**src/rtl/seq_detect_counter_if.sv**
```systemverilog
`timescale 1ns/1ps
// -----------------------------------------------------------------------------
// seq_detect_counter_if
//
// Purpose: groups the user-facing signals of seq_detect_counter so the
// detector and whatever drives it can be connected with a single port.
// Clock and reset are not part of this interface.
//
// Signals:
//   data_in        serial data bit (switch level), asynchronous to clk
//   step_in        step strobe (debounced button level), asynchronous to clk
//   clear_in       synchronous active-high clear, already in the clk domain
//   detect_counter 8-bit saturating count of pattern matches
//   detect_pulse   one-cycle pulse per match
//   saturated      high while detect_counter equals its saturation value
//   history        last PAT_LEN sampled bits, newest in bit 0
//
// Modports:
//   master  the stimulus side (drives the inputs, observes the results)
//   slave   the detector side
// -----------------------------------------------------------------------------
interface seq_detect_counter_if #(
  parameter int PAT_LEN = 4
);

  logic               data_in;
  logic               step_in;
  logic               clear_in;
  logic [7:0]         detect_counter;
  logic               detect_pulse;
  logic               saturated;
  logic [PAT_LEN-1:0] history;

  modport master (
    output data_in,
    output step_in,
    output clear_in,
    input  detect_counter,
    input  detect_pulse,
    input  saturated,
    input  history
  );

  modport slave (
    input  data_in,
    input  step_in,
    input  clear_in,
    output detect_counter,
    output detect_pulse,
    output saturated,
    output history
  );

endinterface

```
**src/rtl/seq_detect_counter.sv**
```systemverilog
`timescale 1ns/1ps
// -----------------------------------------------------------------------------
// seq_detect_counter
//
// Purpose: samples a serial data bit on every rising edge of a user step
// strobe, looks for a fixed bit pattern in the received stream and keeps an
// 8-bit saturating count of matches. The count feeds the seven-segment display
// driver's detect_counter input directly.
//
// Both data_in and step_in come from a switch and a button, so each one runs
// through a two-flop synchronizer; the step strobe is then edge detected so a
// held button produces exactly one sample.
//
// Ports:
//   clk      100 MHz system clock
//   reset_n  asynchronous active-low reset, zeroes every register
//   bus      seq_detect_counter_if.slave
//              data_in / step_in   asynchronous user inputs
//              clear_in            synchronous clear (clk domain)
//              detect_counter      saturating match count
//              detect_pulse        one-cycle pulse per match
//              saturated           detect_counter == CNT_MAX
//              history             last PAT_LEN sampled bits
//
// Parameters:
//   PAT_LEN  pattern length in bits (2..8)
//   PATTERN  target sequence, MSB is the oldest bit received
//   CNT_MAX  saturation value of detect_counter
//
// Build option:
//   SEQ_DETECT_NO_OVERLAP_EN  when defined, a match empties the history and
//                             the received-bit count, so the next match needs
//                             PAT_LEN fresh bits (non-overlapping detection).
//                             When undefined, overlapping matches count.
//
// Timing: a step_in rise first captured at edge k shows up as step_edge during
// cycle k+1 -> k+2; history, detect_counter and detect_pulse all update at
// edge k+2.
// -----------------------------------------------------------------------------
module seq_detect_counter #(
  parameter int                 PAT_LEN = 4,
  parameter logic [PAT_LEN-1:0] PATTERN = 4'b1011,
  parameter logic [7:0]         CNT_MAX = 8'd255
) (
  input  logic                 clk,
  input  logic                 reset_n,
  seq_detect_counter_if.slave  bus
);

  // bit_cnt must hold 0..PAT_LEN inclusive
  localparam int                BIT_W    = $clog2(PAT_LEN + 1);
  localparam logic [BIT_W-1:0]  BIT_FULL = BIT_W'(PAT_LEN);
  localparam logic [BIT_W-1:0]  BIT_MIN  = BIT_W'(PAT_LEN - 1);
  localparam logic [BIT_W-1:0]  BIT_ONE  = BIT_W'(1);

  typedef enum logic {
    IDLE  = 1'b0,
    SHIFT = 1'b1
  } state_t;

  // Synchronizer and edge-detect registers (never touched by clear_in)
  logic data_sync1_q, data_sync1_d;
  logic data_sync2_q, data_sync2_d;
  logic step_sync1_q, step_sync1_d;
  logic step_sync2_q, step_sync2_d;
  logic step_prev_q,  step_prev_d;

  // Detector state
  state_t             state_q,   state_d;
  logic [PAT_LEN-1:0] history_q, history_d;
  logic [BIT_W-1:0]   bit_cnt_q, bit_cnt_d;
  logic [7:0]         count_q,   count_d;
  logic               pulse_q,   pulse_d;
  logic               sat_q,     sat_d;

  logic               step_edge;
  logic               capture;
  logic               match;
  logic [PAT_LEN-1:0] shifted;

  // The history as it will look after this step is taken; the match is judged
  // on this new value so the pulse lands on the same edge as the shift.
  assign shifted   = {history_q[PAT_LEN-2:0], data_sync2_q};

  // step_edge can never be high two cycles in a row, so it always arrives
  // while the FSM is back in IDLE; gating on IDLE keeps one capture per rise.
  assign step_edge = step_sync2_q & ~step_prev_q;
  assign capture   = step_edge && (state_q == IDLE);

  // bit_cnt guard stops a zero-filled history from matching a pattern that
  // has leading zeros before PAT_LEN real bits have arrived.
  assign match     = capture && (shifted == PATTERN) && (bit_cnt_q >= BIT_MIN);

  // Next-state logic for every register in the block. The synchronizer chain
  // simply advances each cycle. The detector registers react to clear first,
  // then to a captured step and a possible match.
  always_comb begin
    data_sync1_d = bus.data_in;
    data_sync2_d = data_sync1_q;
    step_sync1_d = bus.step_in;
    step_sync2_d = step_sync1_q;
    step_prev_d  = step_sync2_q;

    state_d      = IDLE;
    history_d    = history_q;
    bit_cnt_d    = bit_cnt_q;
    count_d      = count_q;
    pulse_d      = 1'b0;
    sat_d        = sat_q;

    if (bus.clear_in) begin
      // Clear beats a coincident step; that step's bit is dropped.
      state_d   = IDLE;
      history_d = '0;
      bit_cnt_d = '0;
      count_d   = '0;
      pulse_d   = 1'b0;
      sat_d     = 1'b0;
    end else begin
      unique case (state_q)
        IDLE: begin
          if (capture) begin
            state_d   = SHIFT;
            history_d = shifted;
            if (bit_cnt_q < BIT_FULL) begin
              bit_cnt_d = bit_cnt_q + BIT_ONE;
            end
          end
        end
        SHIFT: begin
          state_d = IDLE;
        end
        default: begin
          state_d = IDLE;
        end
      endcase

      if (match) begin
        // The pulse still fires at saturation; only the count holds.
        pulse_d = 1'b1;
        if (count_q < CNT_MAX) begin
          count_d = count_q + 8'd1;
        end
`ifdef SEQ_DETECT_NO_OVERLAP_EN
        history_d = '0;
        bit_cnt_d = '0;
`else
        history_d = shifted;
`endif
      end

      // Registered so it rises on the same edge the count reaches CNT_MAX.
      sat_d = (count_d == CNT_MAX);
    end
  end

  // All state lives here; reset_n clears everything, including the
  // synchronizers and edge register, so the first post-reset step is clean.
  always_ff @(posedge clk or negedge reset_n) begin
    if (!reset_n) begin
      data_sync1_q <= 1'b0;
      data_sync2_q <= 1'b0;
      step_sync1_q <= 1'b0;
      step_sync2_q <= 1'b0;
      step_prev_q  <= 1'b0;
      state_q      <= IDLE;
      history_q    <= '0;
      bit_cnt_q    <= '0;
      count_q      <= '0;
      pulse_q      <= 1'b0;
      sat_q        <= 1'b0;
    end else begin
      data_sync1_q <= data_sync1_d;
      data_sync2_q <= data_sync2_d;
      step_sync1_q <= step_sync1_d;
      step_sync2_q <= step_sync2_d;
      step_prev_q  <= step_prev_d;
      state_q      <= state_d;
      history_q    <= history_d;
      bit_cnt_q    <= bit_cnt_d;
      count_q      <= count_d;
      pulse_q      <= pulse_d;
      sat_q        <= sat_d;
    end
  end

  assign bus.detect_counter = count_q;
  assign bus.detect_pulse   = pulse_q;
  assign bus.saturated      = sat_q;
  assign bus.history        = history_q;

endmodule

```
**src/flat_wrapper.sv**
```systemverilog
// flat-port wrapper written by rule: the top's interface ports become plain ports
module seq_detect_counter_flat 
#(
  parameter int                 PAT_LEN = 4,
  parameter logic [PAT_LEN-1:0] PATTERN = 4'b1011,
  parameter logic [7:0]         CNT_MAX = 8'd255
)
  (clk, reset_n, bus_data_in, bus_step_in, bus_clear_in, bus_detect_counter, bus_detect_pulse, bus_saturated, bus_history);
  seq_detect_counter_if #(.PAT_LEN(PAT_LEN)) bus_i ();
  input  logic clk;
  input  logic reset_n;
  input wire logic [$bits(bus_i.data_in)-1:0] bus_data_in;
  input wire logic [$bits(bus_i.step_in)-1:0] bus_step_in;
  input wire logic [$bits(bus_i.clear_in)-1:0] bus_clear_in;
  output wire logic [$bits(bus_i.detect_counter)-1:0] bus_detect_counter;
  output wire logic [$bits(bus_i.detect_pulse)-1:0] bus_detect_pulse;
  output wire logic [$bits(bus_i.saturated)-1:0] bus_saturated;
  output wire logic [$bits(bus_i.history)-1:0] bus_history;
  assign bus_i.data_in = bus_data_in;
  assign bus_i.step_in = bus_step_in;
  assign bus_i.clear_in = bus_clear_in;
  assign bus_detect_counter = bus_i.detect_counter;
  assign bus_detect_pulse = bus_i.detect_pulse;
  assign bus_saturated = bus_i.saturated;
  assign bus_history = bus_i.history;
  seq_detect_counter #(.PAT_LEN(PAT_LEN), .PATTERN(PATTERN), .CNT_MAX(CNT_MAX)) u_core (.clk(clk), .reset_n(reset_n), .bus(bus_i));
endmodule
```
**config.mk**
```make
export PLATFORM = sky130hd
export DESIGN_NAME = seq_detect_counter_flat
export DESIGN_NICKNAME = d
export VERILOG_FILES = /design/src/rtl/seq_detect_counter_if.sv /design/src/rtl/seq_detect_counter.sv /design/src/flat_wrapper.sv
export SDC_FILE = /design/constraint.sdc
export NUM_CORES = 1
export LEC_CHECK = 0
export BUFFER_PORTS_ARGS = -buffer_cell sky130_fd_sc_hd__buf_2
export CORE_ASPECT_RATIO = 0.7
export CORE_MARGIN = 1.5
export CORE_UTILIZATION = 30
export DETAILED_ROUTE_END_ITERATION = 8
export GPL_TIMING_DRIVEN = 0
export PLACE_DENSITY = 0.54
export SETUP_SLACK_MARGIN = 0.15
export SLEW_MARGIN = 0
export SYNTH_ARGS = -nofsm -noshare
export SYNTH_HDL_FRONTEND = slang
export SYNTH_SLANG_ARGS = --single-unit
```
**constraint.sdc**
```tcl
create_clock -name clk -period 2.33 [get_ports clk]
set_input_delay 0.466 -clock clk [delete_from_list [all_inputs] [get_ports clk]]
set_output_delay 0.466 -clock clk [all_outputs]
set_load 0.01 [all_outputs]
```
==> metrics.md <==
| Metric | Value |
|---|---|
| Largest net degree at the start of global routing | 24 |
| Worst Skew | 0.001615 ns |
| Distinct cells, synth | 33 |
| R2R Path Start | u_core.bit_cnt_q[0]$_DFFE_PN0P_ |
| Mapped Nets | 118 |
| H-tree levels | 1 |
| Reg2Reg Setup Slack | 0.21 ns |
| WHS | 0.1672 ns |
| Initial antenna violation count | 0 |
| Syn avg cell area | 10.10 sq um |
| Clk sink count | 23 |
| Routed Antenna Nets | 0 |
| Final Hold Vio Count | 0 |
| Total CTS buffers | 3 |
| Nets | 143 |
| CTS Root Cell | clkbuf_8 |
| Core region area | 3536 sq um |
| Overall global routing resource usage | 12.94% |
| Total power | 0.0006946 W |
| Initial Util | 31.42% |
| Vias in the first global route | 840 |
| Reg clk slew, reported paths | 0.08 ns |
| # hold bufs at CTS | 0 |
| VDD IR max | 0.0002100 V |
| First-pass GRT wire length | 3829 um |
| Routed WL per cell | 12.60 um |
| Num rows | 18 |
| Slew Limit Fails | 0 |
| Height of the chip | 53.92 um |
| LEAKAGE | 0.5783 nW |
| Max-Cap Viols | 0 |
| Gr ovfl total | 0 |
| Slew margin rel. | 65.41% |
| Initial DRC count | 53 |
| Setup TNS | 0 ns |
| Worst r2r path cells | 7 |
| DR vias/cell | 4.707 |
| CTS tree | done |
| # DRC | 0 |
| # diodes | 0 |
| Power Density | 513.1 nW/um^2 |
| Setup Viol. Count Final | 0 |
| Achievable frequency | 0.4714 GHz |
| Share of cells above drive strength 1 | 27.61% |
| CP required | 2.49 ns |
| Area grow syn2layout | 21.85% |
| Worst reg2reg endpoint | u_core.bus.saturated$_DFF_PN0_ |
| Flops & latches, synth | 23 |
| Die W | 75.74 um |
| WL final | 2318 um |
| Routability cong. | 0.7751 |
| Clk buf depth | 2 |
| CP arrival | 2.28 ns |
| RSZ-0062 raised after global routing | yes |
| Worst-path fanout max | 3 |
| Die area | 4083 sq um |
| CP Launch Type | flip-flop |
| First-pass iteration count of the detailed router | 4 |
| Status | finished clean |
| Hpwl dp | 1630 um |
| I/O pins | 19 |
| Util after Layout | 38.29% |
| Crit path kind | flip-flop to flip-flop |
| Fin crit share | 91.05% |
| Sequential fraction of the synthesis area | 51.80% |
| Synth Warn # | 0 |
| Total vias in the final route | 866 |
| Clk Latency, worst-skew pair | 0.26 ns |
| Nature of the critical path endpoint | flip-flop |
| Post-DP Area | 1264 sq um |
| Netlist Area Pre-Place | 1111 sq um |
| Min cycle time layout | 2.121 ns |
| IO buf count | 17 |
| Mapped Cells | 110 |
| Final Cell Area | 1354 sq um |
| Worst Hold Class | input port to async pin |
| Slew @ Worst Pin | 0.5188 ns |
==> per-stage QoR <==
step / instances / setup slack, ns
6_report: 184 / 0.2086
5_1_grt: 184 / 0.1216
2_1_floorplan: 110 / 0.2077
3_5_place_dp: 177 / 0.02703
4_1_cts: 184 / 0.1996
3_3_place_gp: 177 / 0.04369
==> synthesized netlist by cell type <==
library cell	number	share of area, %
a2111oi_2	1	1.4
a211o_1	1	0.79
a21oi_1	10	4.5
a221o_1	1	0.90
and3_1	1	0.56
and3_2	1	0.68
and4b_1	1	0.90
clkbuf_1	2	0.68
clkbuf_2	1	0.45
dfrtp_1	23	52
ha_1	3	3.4
inv_1	3	1.0
mux2_2	1	1.0
nand2_1	17	5.7
nand2b_1	2	1.1
nand3_1	3	1.4
nand3_4	1	1.6
nand4_1	2	1.1
nand4b_1	1	0.79
nor2_1	12	4.1
nor3_1	3	1.4
nor3b_1	2	1.4
nor3b_4	1	1.7
nor4_1	1	0.56
nor4b_1	1	0.79
o21ai_0	4	1.8
o21bai_1	1	0.68
o31a_2	1	0.90
o31ai_1	1	0.68
o41ai_1	1	0.79
or2b_1	1	0.68
or4_4	1	1.0
xnor2_1	5	3.9
==> kinds of logic (layout without fill, tap and decap cells) <==
logic type      Yosys count  after routing  synth area share [%]
compound gates           21             21                 12.39
xor+xnor                  5              5                 3.941
fa+ha+maj                 3              3                 3.379
buf+inv                   6             30                 2.139
flops                    23             23                 51.80
mux                       1              1                 1.013
simple gates             51             51                 25.34
==> flip-flops by register name, indices dropped and copies added, names as in the netlist <==
register,flops
u_core.bus.detect_counter,8
u_core.bus.history,4
u_core.bit_cnt_q,3
u_core.bus.detect_pulse,1
u_core.bus.saturated,1
u_core.data_sync1_q,1
u_core.data_sync2_q,1
u_core.state_q,1
u_core.step_prev_d,1
u_core.step_prev_q,1
u_core.step_sync1_q,1
==> worst max path at each step <==
stage | slack [ns] | cells after the start | to | start
detailed placement | 0.03 | 7 | u_core.bus.saturated$_DFF_PN0_ | u_core.bit_cnt_q[0]$_DFFE_PN0P_
global placement | 0.04 | 5 | u_core.bus.saturated$_DFF_PN0_ | u_core.state_q$_DFF_PN0_
global route | 0.12 | 7 | u_core.bus.saturated$_DFF_PN0_ | u_core.bit_cnt_q[1]$_DFFE_PN0P_
CTS | 0.20 | 8 | u_core.bus.saturated$_DFF_PN0_ | u_core.bit_cnt_q[0]$_DFFE_PN0P_
floorplan | 0.21 | 7 | u_core.bus.saturated$_DFF_PN0_ | u_core.bit_cnt_q[0]$_DFFE_PN0P_
finish | 0.21 | 7 | u_core.bus.saturated$_DFF_PN0_ | u_core.bit_cnt_q[0]$_DFFE_PN0P_
==> area by class of cell <==
cell class | instances | area (sq um)
sequential | 23 | 576.8
buffer | 3 | 12.51
tap | 50 | 62.56
clock buffer | 4 | 45.04
timing repair buffer | 20 | 107.6
inverter | 3 | 11.26
multi-input combinational | 81 | 538.0
fill | 362 | 2182
==> metal layers <==
| layer | GRT usage, % | vias up | share of wire, % |
|---|---|---|---|
| met5 | 0 | - | 0 |
| met4 | 3.571 | 0 | 1.6 |
| met3 | 3.933 | 5 | 3.3 |
| met2 | 22.08 | 13 | 47 |
| met1 | 15.99 | 411 | 48 |
| li1 | - | 437 | - |
==> cells in the final DEF (no fill, tap or decap), drive strengths merged, types with 2 or more instances in the layout <==
cell	count
nand2b	2
ha	3
and3	2
nor3b	3
nand4	2
dfrtp	23
o21ai	4
nor3	3
buf	20
a21oi	10
clkbuf	7
nor2	12
nand2	17
xnor2	5
inv	3
nand3	4
==> repair_timing <==
action	CTS	global route
pin swaps	4	1
resized for setup	3	4
buffers inserted	3	0
setup endpoints to repair	1	1
==> worst max-delay path, stage by stage, from the launching register on <==
cell and delay, ns:
dfrtp_1 0.38, ha_2 0.19, ha_1 0.15, a211o_1 0.18, nand3_4 0.08, or4_4 0.50
a221o_1 0.34, a2111oi_2 0.20
==> report_power, final <==
group / switching (W) / total, W / leakage (nW) / internal (W)
combinational: 0.0000246 / 0.0000368 / 0.249 / 0.0000122
sequential: 0.00000584 / 0.000413 / 0.307 / 0.000407
clock: 0.000123 / 0.000245 / 0.0228 / 0.000122
No activity file was read; power rests on OpenSTA's default activity.
